## src/rtl/pump_cmd_decoder_pkg.sv

```systemverilog
// Shared types and constants for the pump front-panel command stage.
package pump_pkg;

  localparam int unsigned FRAG_COUNT = 3;

  localparam logic [1:0] TMR_30M  = 2'd0;
  localparam logic [1:0] TMR_60M  = 2'd1;
  localparam logic [1:0] TMR_120M = 2'd2;

  typedef enum logic [1:0] {
    CMD_NONE,
    CMD_ON,
    CMD_OFF,
    CMD_MANUAL
  } cmd_t;

  function automatic int unsigned ms_to_cycles(int unsigned clk_hz, int unsigned ms);
    return clk_hz / 1000 * ms;
  endfunction

endpackage

```

## src/rtl/pump_cmd_decoder_if.sv

```systemverilog
// Front-panel buttons in, pump controller commands and status out.
interface pump_cmd_decoder_if;
  import pump_pkg::*;

  logic       btn_frag;
  logic       btn_timer;
  logic       btn_start;
  logic       btn_stop;
  logic       btn_manual;
  logic [1:0] fragrance_select;
  logic [1:0] timer_select;
  logic       pump_on;
  logic       pump_off;
  logic       manual_on;
  logic [2:0] armed_mask;

  modport master (
    output btn_frag, btn_timer, btn_start, btn_stop, btn_manual,
    input  fragrance_select, timer_select, pump_on, pump_off, manual_on, armed_mask
  );

  modport slave (
    input  btn_frag, btn_timer, btn_start, btn_stop, btn_manual,
    output fragrance_select, timer_select, pump_on, pump_off, manual_on, armed_mask
  );
endinterface

```

## src/rtl/pump_cmd_decoder_btn_debounce.sv

```systemverilog
// One button path: 2-FF synchroniser, stable-time debouncer, registered
// single-cycle press/release pulses.
module btn_debounce
  import pump_pkg::*;
#(
  parameter int unsigned CYCLES = 1000
) (
  input  logic clk,
  input  logic rst_n,
  input  logic btn_i,
  output logic press_o,
  output logic release_o
);

  localparam int unsigned CW = $clog2(CYCLES + 1);

  logic          sync1_q, sync2_q;
  logic          level_q, level_d;
  logic          press_q, press_d;
  logic          release_q, release_d;
  logic [CW-1:0] cnt_q, cnt_d;

  // Synchroniser, debounce counter and pulse registers.
  always_ff @(posedge clk or negedge rst_n) begin
    if (!rst_n) begin
      sync1_q   <= 1'b0;
      sync2_q   <= 1'b0;
      level_q   <= 1'b0;
      press_q   <= 1'b0;
      release_q <= 1'b0;
      cnt_q     <= '0;
    end else begin
      sync1_q   <= btn_i;
      sync2_q   <= sync1_q;
      level_q   <= level_d;
      press_q   <= press_d;
      release_q <= release_d;
      cnt_q     <= cnt_d;
    end
  end

  // Count while the synchronised level differs from the debounced one; any
  // return to the debounced level clears the count.
  always_comb begin
    level_d   = level_q;
    press_d   = 1'b0;
    release_d = 1'b0;
    cnt_d     = '0;
    if (sync2_q != level_q) begin
      if (cnt_q == CW'(CYCLES)) begin
        level_d   = sync2_q;
        press_d   = sync2_q;
        release_d = ~sync2_q;
      end else begin
        cnt_d = cnt_q + 1'b1;
      end
    end
  end

  assign press_o   = press_q;
  assign release_o = release_q;

endmodule

```

## src/rtl/pump_cmd_decoder.sv

```systemverilog
// Pump front-panel command decoder: debounced buttons, select cycling,
// arbitrated one-cycle command pulses and armed_mask status.
// Define LONG_PRESS_EN to enable the start-button long-press FSM.
module pump_cmd_decoder
  import pump_pkg::*;
#(
  parameter int unsigned CLOCK_FREQ    = 1_000_000,
  parameter int unsigned DEBOUNCE_MS   = 20,
  parameter int unsigned LONG_PRESS_MS = 1000
) (
  input logic               clk,
  input logic               rst_n,
  pump_cmd_decoder_if.slave bus
);

  localparam int unsigned DB_CYCLES = ms_to_cycles(CLOCK_FREQ, DEBOUNCE_MS);
  localparam logic [1:0]  FRAG_LAST = 2'(FRAG_COUNT - 1);

  logic frag_press, timer_press, start_press, stop_press, manual_press;
  logic frag_rel, timer_rel, start_rel, stop_rel, manual_rel;
  logic start_on, start_man;

  btn_debounce #(.CYCLES(DB_CYCLES)) u_db_frag (
    .clk(clk), .rst_n(rst_n), .btn_i(bus.btn_frag), .press_o(frag_press), .release_o(frag_rel));
  btn_debounce #(.CYCLES(DB_CYCLES)) u_db_timer (
    .clk(clk), .rst_n(rst_n), .btn_i(bus.btn_timer), .press_o(timer_press), .release_o(timer_rel));
  btn_debounce #(.CYCLES(DB_CYCLES)) u_db_start (
    .clk(clk), .rst_n(rst_n), .btn_i(bus.btn_start), .press_o(start_press), .release_o(start_rel));
  btn_debounce #(.CYCLES(DB_CYCLES)) u_db_stop (
    .clk(clk), .rst_n(rst_n), .btn_i(bus.btn_stop), .press_o(stop_press), .release_o(stop_rel));
  btn_debounce #(.CYCLES(DB_CYCLES)) u_db_manual (
    .clk(clk), .rst_n(rst_n), .btn_i(bus.btn_manual), .press_o(manual_press), .release_o(manual_rel));

`ifdef LONG_PRESS_EN
  localparam int unsigned LP_CYCLES = ms_to_cycles(CLOCK_FREQ, LONG_PRESS_MS);
  localparam int unsigned LW        = $clog2(LP_CYCLES + 1);

  typedef enum logic [1:0] {ST_IDLE, ST_HELD, ST_LONG} start_st_t;

  start_st_t     st_q, st_d;
  logic [LW-1:0] hold_q, hold_d;
  logic          unused_rel;

  assign unused_rel = ^{frag_rel, timer_rel, stop_rel, manual_rel};

  // Start-button FSM state and hold counter.
  always_ff @(posedge clk or negedge rst_n) begin
    if (!rst_n) begin
      st_q   <= ST_IDLE;
      hold_q <= '0;
    end else begin
      st_q   <= st_d;
      hold_q <= hold_d;
    end
  end

  // Short press releases as pump_on; reaching the long-press time fires manual once.
  always_comb begin
    st_d      = st_q;
    hold_d    = hold_q;
    start_on  = 1'b0;
    start_man = 1'b0;
    unique case (st_q)
      ST_IDLE: begin
        if (start_press) begin
          st_d   = ST_HELD;
          hold_d = '0;
        end
      end
      ST_HELD: begin
        if (start_rel) begin
          start_on = 1'b1;
          st_d     = ST_IDLE;
        end else if (hold_q == LW'(LP_CYCLES - 1)) begin
          start_man = 1'b1;
          st_d      = ST_LONG;
        end else begin
          hold_d = hold_q + 1'b1;
        end
      end
      ST_LONG: begin
        if (start_rel) st_d = ST_IDLE;
      end
      default: st_d = ST_IDLE;
    endcase
  end
`else
  localparam int unsigned unused_lp_cycles = ms_to_cycles(CLOCK_FREQ, LONG_PRESS_MS);

  logic unused_rel;

  assign unused_rel = ^{frag_rel, timer_rel, start_rel, stop_rel, manual_rel};
  assign start_on   = start_press;
  assign start_man  = 1'b0;
`endif

  cmd_t       cmd_d;
  logic [1:0] frag_q, frag_d;
  logic [1:0] timer_q, timer_d;
  logic [2:0] armed_q, armed_d;
  logic       pump_on_q, pump_off_q, manual_on_q;

  // Arbitrate commands (stop > start > manual); select presses only land on idle cycles.
  always_comb begin
    cmd_d   = CMD_NONE;
    frag_d  = frag_q;
    timer_d = timer_q;
    armed_d = armed_q;
    if (stop_press)                   cmd_d = CMD_OFF;
    else if (start_on)                cmd_d = CMD_ON;
    else if (manual_press | start_man) cmd_d = CMD_MANUAL;

    if (cmd_d == CMD_NONE) begin
      if (frag_press)  frag_d  = (frag_q == FRAG_LAST) ? 2'd0 : frag_q + 2'd1;
      if (timer_press) timer_d = (timer_q == TMR_120M) ? TMR_30M : timer_q + 2'd1;
    end

    case (cmd_d)
      CMD_ON:  armed_d = armed_q | (3'b001 << frag_q);
      CMD_OFF: armed_d = '0;
      default: armed_d = armed_q;
    endcase
  end

  // Registered outputs to the pump controller.
  always_ff @(posedge clk or negedge rst_n) begin
    if (!rst_n) begin
      frag_q      <= '0;
      timer_q     <= TMR_30M;
      armed_q     <= '0;
      pump_on_q   <= 1'b0;
      pump_off_q  <= 1'b0;
      manual_on_q <= 1'b0;
    end else begin
      frag_q      <= frag_d;
      timer_q     <= timer_d;
      armed_q     <= armed_d;
      pump_on_q   <= (cmd_d == CMD_ON);
      pump_off_q  <= (cmd_d == CMD_OFF);
      manual_on_q <= (cmd_d == CMD_MANUAL);
    end
  end

  assign bus.fragrance_select = frag_q;
  assign bus.timer_select     = timer_q;
  assign bus.armed_mask       = armed_q;
  assign bus.pump_on          = pump_on_q;
  assign bus.pump_off         = pump_off_q;
  assign bus.manual_on        = manual_on_q;

endmodule
```

## src/flat_wrapper.sv

```systemverilog
// flat-port wrapper written by rule: the top's interface ports become plain ports
module pump_cmd_decoder_flat import pump_pkg::*;
#(
  parameter int unsigned CLOCK_FREQ    = 1_000_000,
  parameter int unsigned DEBOUNCE_MS   = 20,
  parameter int unsigned LONG_PRESS_MS = 1000
)
  (clk, rst_n, bus_btn_frag, bus_btn_timer, bus_btn_start, bus_btn_stop, bus_btn_manual, bus_fragrance_select, bus_timer_select, bus_pump_on, bus_pump_off, bus_manual_on, bus_armed_mask);
  pump_cmd_decoder_if bus_i ();
  input logic clk;
  input logic rst_n;
  input wire logic [$bits(bus_i.btn_frag)-1:0] bus_btn_frag;
  input wire logic [$bits(bus_i.btn_timer)-1:0] bus_btn_timer;
  input wire logic [$bits(bus_i.btn_start)-1:0] bus_btn_start;
  input wire logic [$bits(bus_i.btn_stop)-1:0] bus_btn_stop;
  input wire logic [$bits(bus_i.btn_manual)-1:0] bus_btn_manual;
  output wire logic [$bits(bus_i.fragrance_select)-1:0] bus_fragrance_select;
  output wire logic [$bits(bus_i.timer_select)-1:0] bus_timer_select;
  output wire logic [$bits(bus_i.pump_on)-1:0] bus_pump_on;
  output wire logic [$bits(bus_i.pump_off)-1:0] bus_pump_off;
  output wire logic [$bits(bus_i.manual_on)-1:0] bus_manual_on;
  output wire logic [$bits(bus_i.armed_mask)-1:0] bus_armed_mask;
  assign bus_i.btn_frag = bus_btn_frag;
  assign bus_i.btn_timer = bus_btn_timer;
  assign bus_i.btn_start = bus_btn_start;
  assign bus_i.btn_stop = bus_btn_stop;
  assign bus_i.btn_manual = bus_btn_manual;
  assign bus_fragrance_select = bus_i.fragrance_select;
  assign bus_timer_select = bus_i.timer_select;
  assign bus_pump_on = bus_i.pump_on;
  assign bus_pump_off = bus_i.pump_off;
  assign bus_manual_on = bus_i.manual_on;
  assign bus_armed_mask = bus_i.armed_mask;
  pump_cmd_decoder #(.CLOCK_FREQ(CLOCK_FREQ), .DEBOUNCE_MS(DEBOUNCE_MS), .LONG_PRESS_MS(LONG_PRESS_MS)) u_core (.clk(clk), .rst_n(rst_n), .bus(bus_i));
endmodule
```

## config.mk

```make
export PLATFORM = sky130hd
export DESIGN_NAME = pump_cmd_decoder_flat
export DESIGN_NICKNAME = d
export VERILOG_FILES = /design/src/rtl/pump_cmd_decoder_pkg.sv /design/src/rtl/pump_cmd_decoder_if.sv /design/src/rtl/pump_cmd_decoder_btn_debounce.sv /design/src/rtl/pump_cmd_decoder.sv /design/src/flat_wrapper.sv
export SDC_FILE = /design/constraint.sdc
export NUM_CORES = 1
export LEC_CHECK = 0
export CAP_MARGIN = 15
export CORE_MARGIN = 2
export CORE_UTILIZATION = 60
export CTS_BUF_LIST = sky130_fd_sc_hd__clkbuf_4
export CTS_CLUSTER_DIAMETER = 150
export CTS_CLUSTER_SIZE = 28
export DETAILED_ROUTE_END_ITERATION = 7
export GPL_ROUTABILITY_DRIVEN = 0
export PLACE_DENSITY = 0.79
export REMOVE_ABC_BUFFERS = 1
export SLEW_MARGIN = 20
export SYNTH_ARGS = -nofsm -noshare
export SYNTH_HDL_FRONTEND = slang
export SYNTH_SLANG_ARGS = --single-unit
```

## constraint.sdc

```tcl
create_clock -name clk -period 3.3 [get_ports clk]
set_input_delay 0.99 -clock clk [delete_from_list [all_inputs] [get_ports clk]]
set_output_delay 0.99 -clock clk [all_outputs]
set_load 0.02 [all_outputs]
```

* Yosys cells after proc, flatten, opt, wreduce, memory -nomap -nowiden *
Index checks and enable logic that the tools add are counted.

word-level totals
  register bits after elaboration = 105
  latch bits = 0
  RAM bits = 0
  bits in read-only memories = 0
  input port bits = 7
  output and inout port bits = 10
  word-level logic and storage cells = 90
  memories = 0

operators by class
  add/subtract/negate cells = 7
  multipliers = 0
  div/mod/pow operators = 0
  order comparisons = 0
  equal/unequal tests = 15
  shift-type cells = 1
  muxes and demuxes = 26
  bitwise operators = 1
  reductions and logical operators = 9

operator list
  operator               number
  $mux 15                10
  $add 15x1->15 const B  5
  $eq 15x15->1 const B   5
  $reduce_and 2->1       7
  $mux 1                 10
  $mux 2                 5
  $eq 2x2->1 const B     4
  $pmux 3 s2             1
  $ne 1x1->1             5
  $add 2x1->2 const B    2
  $or 3x3->3             1
  $shl 1x2->3 const A    1
  $eq 2x1->1 const B     1
  $logic_not 2->1        1
  $reduce_bool 2->1      1

* Depth between registers and ports, before layout *
  depth in word-level cells = 5
  gate-level depth with buffers = 7

* By module *
A second synthesis with hierarchy kept.

second synthesis, totals
  cell total of the unflattened synthesis = 463
  area, all modules = 5086.1 µm²

modules (own cells, without submodules)
  module            times used  cells an instance  area an instance (µm²)  sequential area each (µm²)
  btn_debounce      5           85                 919.6                   500.5
  pump_cmd_decoder  1           38                 488.0                   250.2

* Worst setup path after synthesis *
Ideal clock, no wire load.

  path kind = register -> register
  start = reg u_core.u_db_start.cnt_q[7]
  end = reg u_core.u_db_start.level_q
  library setup time = 0.125 ns
  arrival = 1.722 ns
  path slack = 1.453 ns
  stages on the path, launching flop included = 4
  period minus slack after synthesis = 1.847 ns
  cell sequence = dfrtp_1 or4_1 or4_4 mux2_4

on the way
  word-level cells in the longest chain between the ends = 2

ends and longest elaborated chain
  item                        RTL line                             source
  from (decl)                 pump_cmd_decoder_btn_debounce.sv:21  logic [CW-1:0] cnt_q, cnt_d;
  from (signal assigned)      pump_cmd_decoder_btn_debounce.sv:38  cnt_q <= cnt_d;
  $eq 15x15->1                pump_cmd_decoder_btn_debounce.sv:50  if (cnt_q == CW'(CYCLES)) begin
  $reduce_and 2->1 (no line)  -
  to (signal assigned)        pump_cmd_decoder_btn_debounce.sv:35  level_q <= level_d;
  to (decl)                   pump_cmd_decoder_btn_debounce.sv:18  logic level_q, level_d;

No other way between the ends.
A chain may end at the register's enable or synchronous reset.

* Final worst setup path *
  start = reg u_core.frag_q[1], in the netlist u_core.bus.fragrance_select[1]
  end = out bus_fragrance_select[1]

RTL lines
  item                    RTL line                 source
  from (decl)             pump_cmd_decoder.sv:98   logic [1:0] frag_q, frag_d;
  from (signal assigned)  pump_cmd_decoder.sv:135  frag_q <= frag_d;
  to (decl)               flat_wrapper.sv:17       output wire logic [$bits(bus_i.fragrance_select)-1:0] bus_fragrance_select;

No word-level cell between the ends.

==> flow_summary.json <==
{
  "dpl_cell_area_sq_um": 5100,
  "clock_sinks": 105,
  "cts_resized": 0,
  "status": "finished clean",
  "cp_data_arrival_time_ns": 1.59,
  "synth_edf_count": 0,
  "ir_worst_vdd_v": 0.000302,
  "vias": 3290,
  "ant_nets": 0,
  "synth_area_sq_um": 4850,
  "die_y_microns": 93.9,
  "grt_first_pass_wirelength_mm": 14.1,
  "yosysWarnings": 0,
  "cap_violations": 0,
  "r2r_end": "u_core.u_db_start.cnt_q[7]$_DFF_PN0_",
  "io_buffers": 16,
  "synth-compound-area-share_pct": 1.44,
  "drt_iter0_drc": 112,
  "fillCellCount": 628,
  "hold_buffers": 0,
  "diodes": 0,
  "final_cell_area_sq_um": 5260,
  "hpwl_mm": 5.49,
  "min_path_type": "reg2reg",
  "worstPathRequired_ns": 2.31,
  "cts.htree.levels": 3,
  "cpLargestDelayFamily": "buffers and inverters",
  "drt_pass1_iterations": 6,
  "die-area_sq_um": 8820,
  "whs_path_depth": 0,
  "cts-buffers-inserted": 9,
  "postSynth.asyncResetShare_pct": 100,
  "register_area_sq_um": 2630,
  "wl_per_cell_microns": 13.5,
  "cts_buffer_depth": 2,
  "crit_chain": "clkdlybuf4s50_1",
  "core_sq_um": 7770,
  "grt_start_max_net_pins": 106,
  "area_growth_pct": 8.33,
  "post_cts.repair.setup_buffers": 0,
  "viasPerCell": 5.56,
  "yosys.area_share.simple_pct": 24.6,
  "antenna_found_initial": 0,
  "worst-path-buf-inv": 1,
  "end_kind": "output pin",
  "ys.flop_type": "dfrtp_1",
  "wirelength_mm": 8.00,
  "synth_fa_ha_area_share_pct": 3.61,
  "clockRootBuffer": "clkbuf_4",
  "setup_viol": 0,
  "yosysTopAreaCellShare_pct": 54.2,
  "multi_input_area_sq_um": 2090,
  "worst_pin_slew_ns": 0.525,
  "layout_commonest_cell": "dfrtp_1",
  "reg2reg_depth": 4,
  "cts_tree": "built",
  "cp-start-kind": "flip-flop",
  "worst_path_largest_cell_delay_ns": 0.67,
  "r2r_start": "u_core.u_db_start.cnt_q[7]$_DFF_PN0_",
  "drive_above_1_share_pct": 5.92,
  "drc": 0,
  "clock_skew_ns": 0.0214,
  "grt_util_all_layers_pct": 20.2,
  "grt_pass1_vias": 3164,
  "synthMuxAreaShare_pct": 1.32,
  "slowest_stage": "clkdlybuf4s50_1",
  "p_leak_nw": 2.29,
  "min_from": "u_core.u_db_stop.sync1_q$_DFF_PN0_",
  "post-route-period-util_pct": 78.3,
  "rsz0062_at_grt": "no",
  "synth_cell_type_count": 34,
  "syn_avg_cell_area_sq_um": 10.4,
  "fmax_ghz": 0.387,
  "fp-row-count": 32,
  "fin_crit_ns": 2.58,
  "hold_viol": 0,
  "synth_xor_area_share_pct": 12.1,
  "cp_max_fo": 7,
  "ios": 17,
  "final_cell_mix": "dfrtp_1 (105), nor2_1 (84), xnor2_1 (41), nand4_1 (27), xor2_1 (26)",
  "critPathKind": "reg2out",
  "cellPowerDensity_nw_per_um2": 400,
  "syn_inst": 466,
  "initial_utilization_pct": 62.5,
  "yosys-top-cells-area": "dfrtp_1 (54%), xnor2_1 (7.4%), nor2_1 (6.5%)",
  "synth_seq_cells": 105,
  "slew_viol_final": 0,
  "grt_overflow": 0,
  "yosysSeqAreaShare_pct": 54.2,
  "synth_top_family_by_area": "simple AND/OR/NAND/NOR gates",
  "relSlewSlack_pct": 65.0,
  "reg2reg_slack_ns": 1.31,
  "fin_nets": 506,
  "hold_end": "u_core.u_db_stop.sync2_q$_DFF_PN0_",
  "clkSlewWorstSetupHoldPaths_ns": 0.16,
  "clkLatencyLatePin_ns": 0.45,
  "netlist.top_cell.by_area": "dfrtp_1",
  "tns_ns": 0,
  "die_x_microns": 93.9
}
## synthesized netlist by cell type (10+ instances only)
library cell / count
nand4_1: 27
nor2_1: 84
nor4_1: 12
xor2_1: 26
inv_1: 22
dfrtp_1: 105
xnor2_1: 41
ha_1: 14
nand3_1: 23
and3_1: 10
nand2_1: 24
nor3_1: 17
## cells by family after synthesis
group	after synthesis
multiplexers	5
XOR/XNOR	67
AND/OR/NAND/NOR	232
buffers and inverters	31
flip-flops	105
adder cells (fa/ha/maj)	14
AO/OA/AOI/OAI	12
## metal layers
| metal | share of wire (%) | wire (microns) | up-vias | GRT usage [%] |
|---|---|---|---|---|
| li1 | - | - | 1632 | - |
| met1 | 49 | 3880 | 1606 | 26.7 |
| met2 | 47 | 3790 | 47 | 33.0 |
| met3 | 3.2 | 256 | 5 | 4.90 |
| met4 | 0.86 | 69 | 0 | 6.64 |
| met5 | 0 | 0 | - | 0 |
## stage by stage
| step | hold WS (ns) | util, % | setup WS, ns | power [mW] | instances |
|---|---|---|---|---|---|
| floorplan | 0.331 | - | 1.45 | 1.39 | 457 |
| global placement | 0.338 | 65.7 | 1.23 | 1.44 | 576 |
| detailed placement | 0.337 | 65.7 | 1.21 | 1.44 | 576 |
| CTS | 0.374 | 67.7 | 0.665 | 2.13 | 592 |
| global route | 0.382 | 67.7 | 0.620 | 2.20 | 592 |
| finish | 0.373 | 67.7 | 0.716 | 2.10 | 592 |
## power by group
part           total (mW)  switching, mW  internal [mW]  leakage [nW]
sequential           1.33         0.0241           1.31          1.43
combinational      0.0845         0.0552         0.0293         0.775
clock               0.683          0.436          0.248        0.0847
## cell type report
cell class	instances	share of cell area (%)
flip-flops and latches	105	50.0
multi-input cells	330	39.7
clock buffers	9	1.29
well taps	102	2.43
clock inverters	7	1.60
inverters	22	1.57
repair buffers	17	3.38
## state kept, by name (all words and copies together) (netlist names), 2 cells and up
register                     cells
u_core.u_db_frag.cnt_q          15
u_core.u_db_timer.cnt_q         15
u_core.u_db_stop.cnt_q          15
u_core.u_db_start.cnt_q         15
u_core.bus.fragrance_select      2
u_core.u_db_manual.cnt_q        15
u_core.bus.armed_mask            3
u_core.bus.timer_select          2
## how the worst max path moves through the flow
stage | start | endpoint | slack [ns] | cells past startpoint
detailed placement | u_core.bus.fragrance_select[1]$_DFFE_PN0P_ | bus_fragrance_select[1] | 1.21 | 1
floorplan | u_core.u_db_start.cnt_q[7]$_DFF_PN0_ | u_core.u_db_start.level_q$_DFFE_PN0P_ | 1.45 | 3
global route | u_core.bus.fragrance_select[0]$_DFFE_PN0P_ | bus_fragrance_select[0] | 0.62 | 1
global placement | u_core.bus.fragrance_select[1]$_DFFE_PN0P_ | bus_fragrance_select[1] | 1.23 | 1
CTS | u_core.bus.fragrance_select[1]$_DFFE_PN0P_ | bus_fragrance_select[1] | 0.66 | 1
finish | u_core.bus.fragrance_select[1]$_DFFE_PN0P_ | bus_fragrance_select[1] | 0.72 | 1
(Power assumes the default switching activity.)
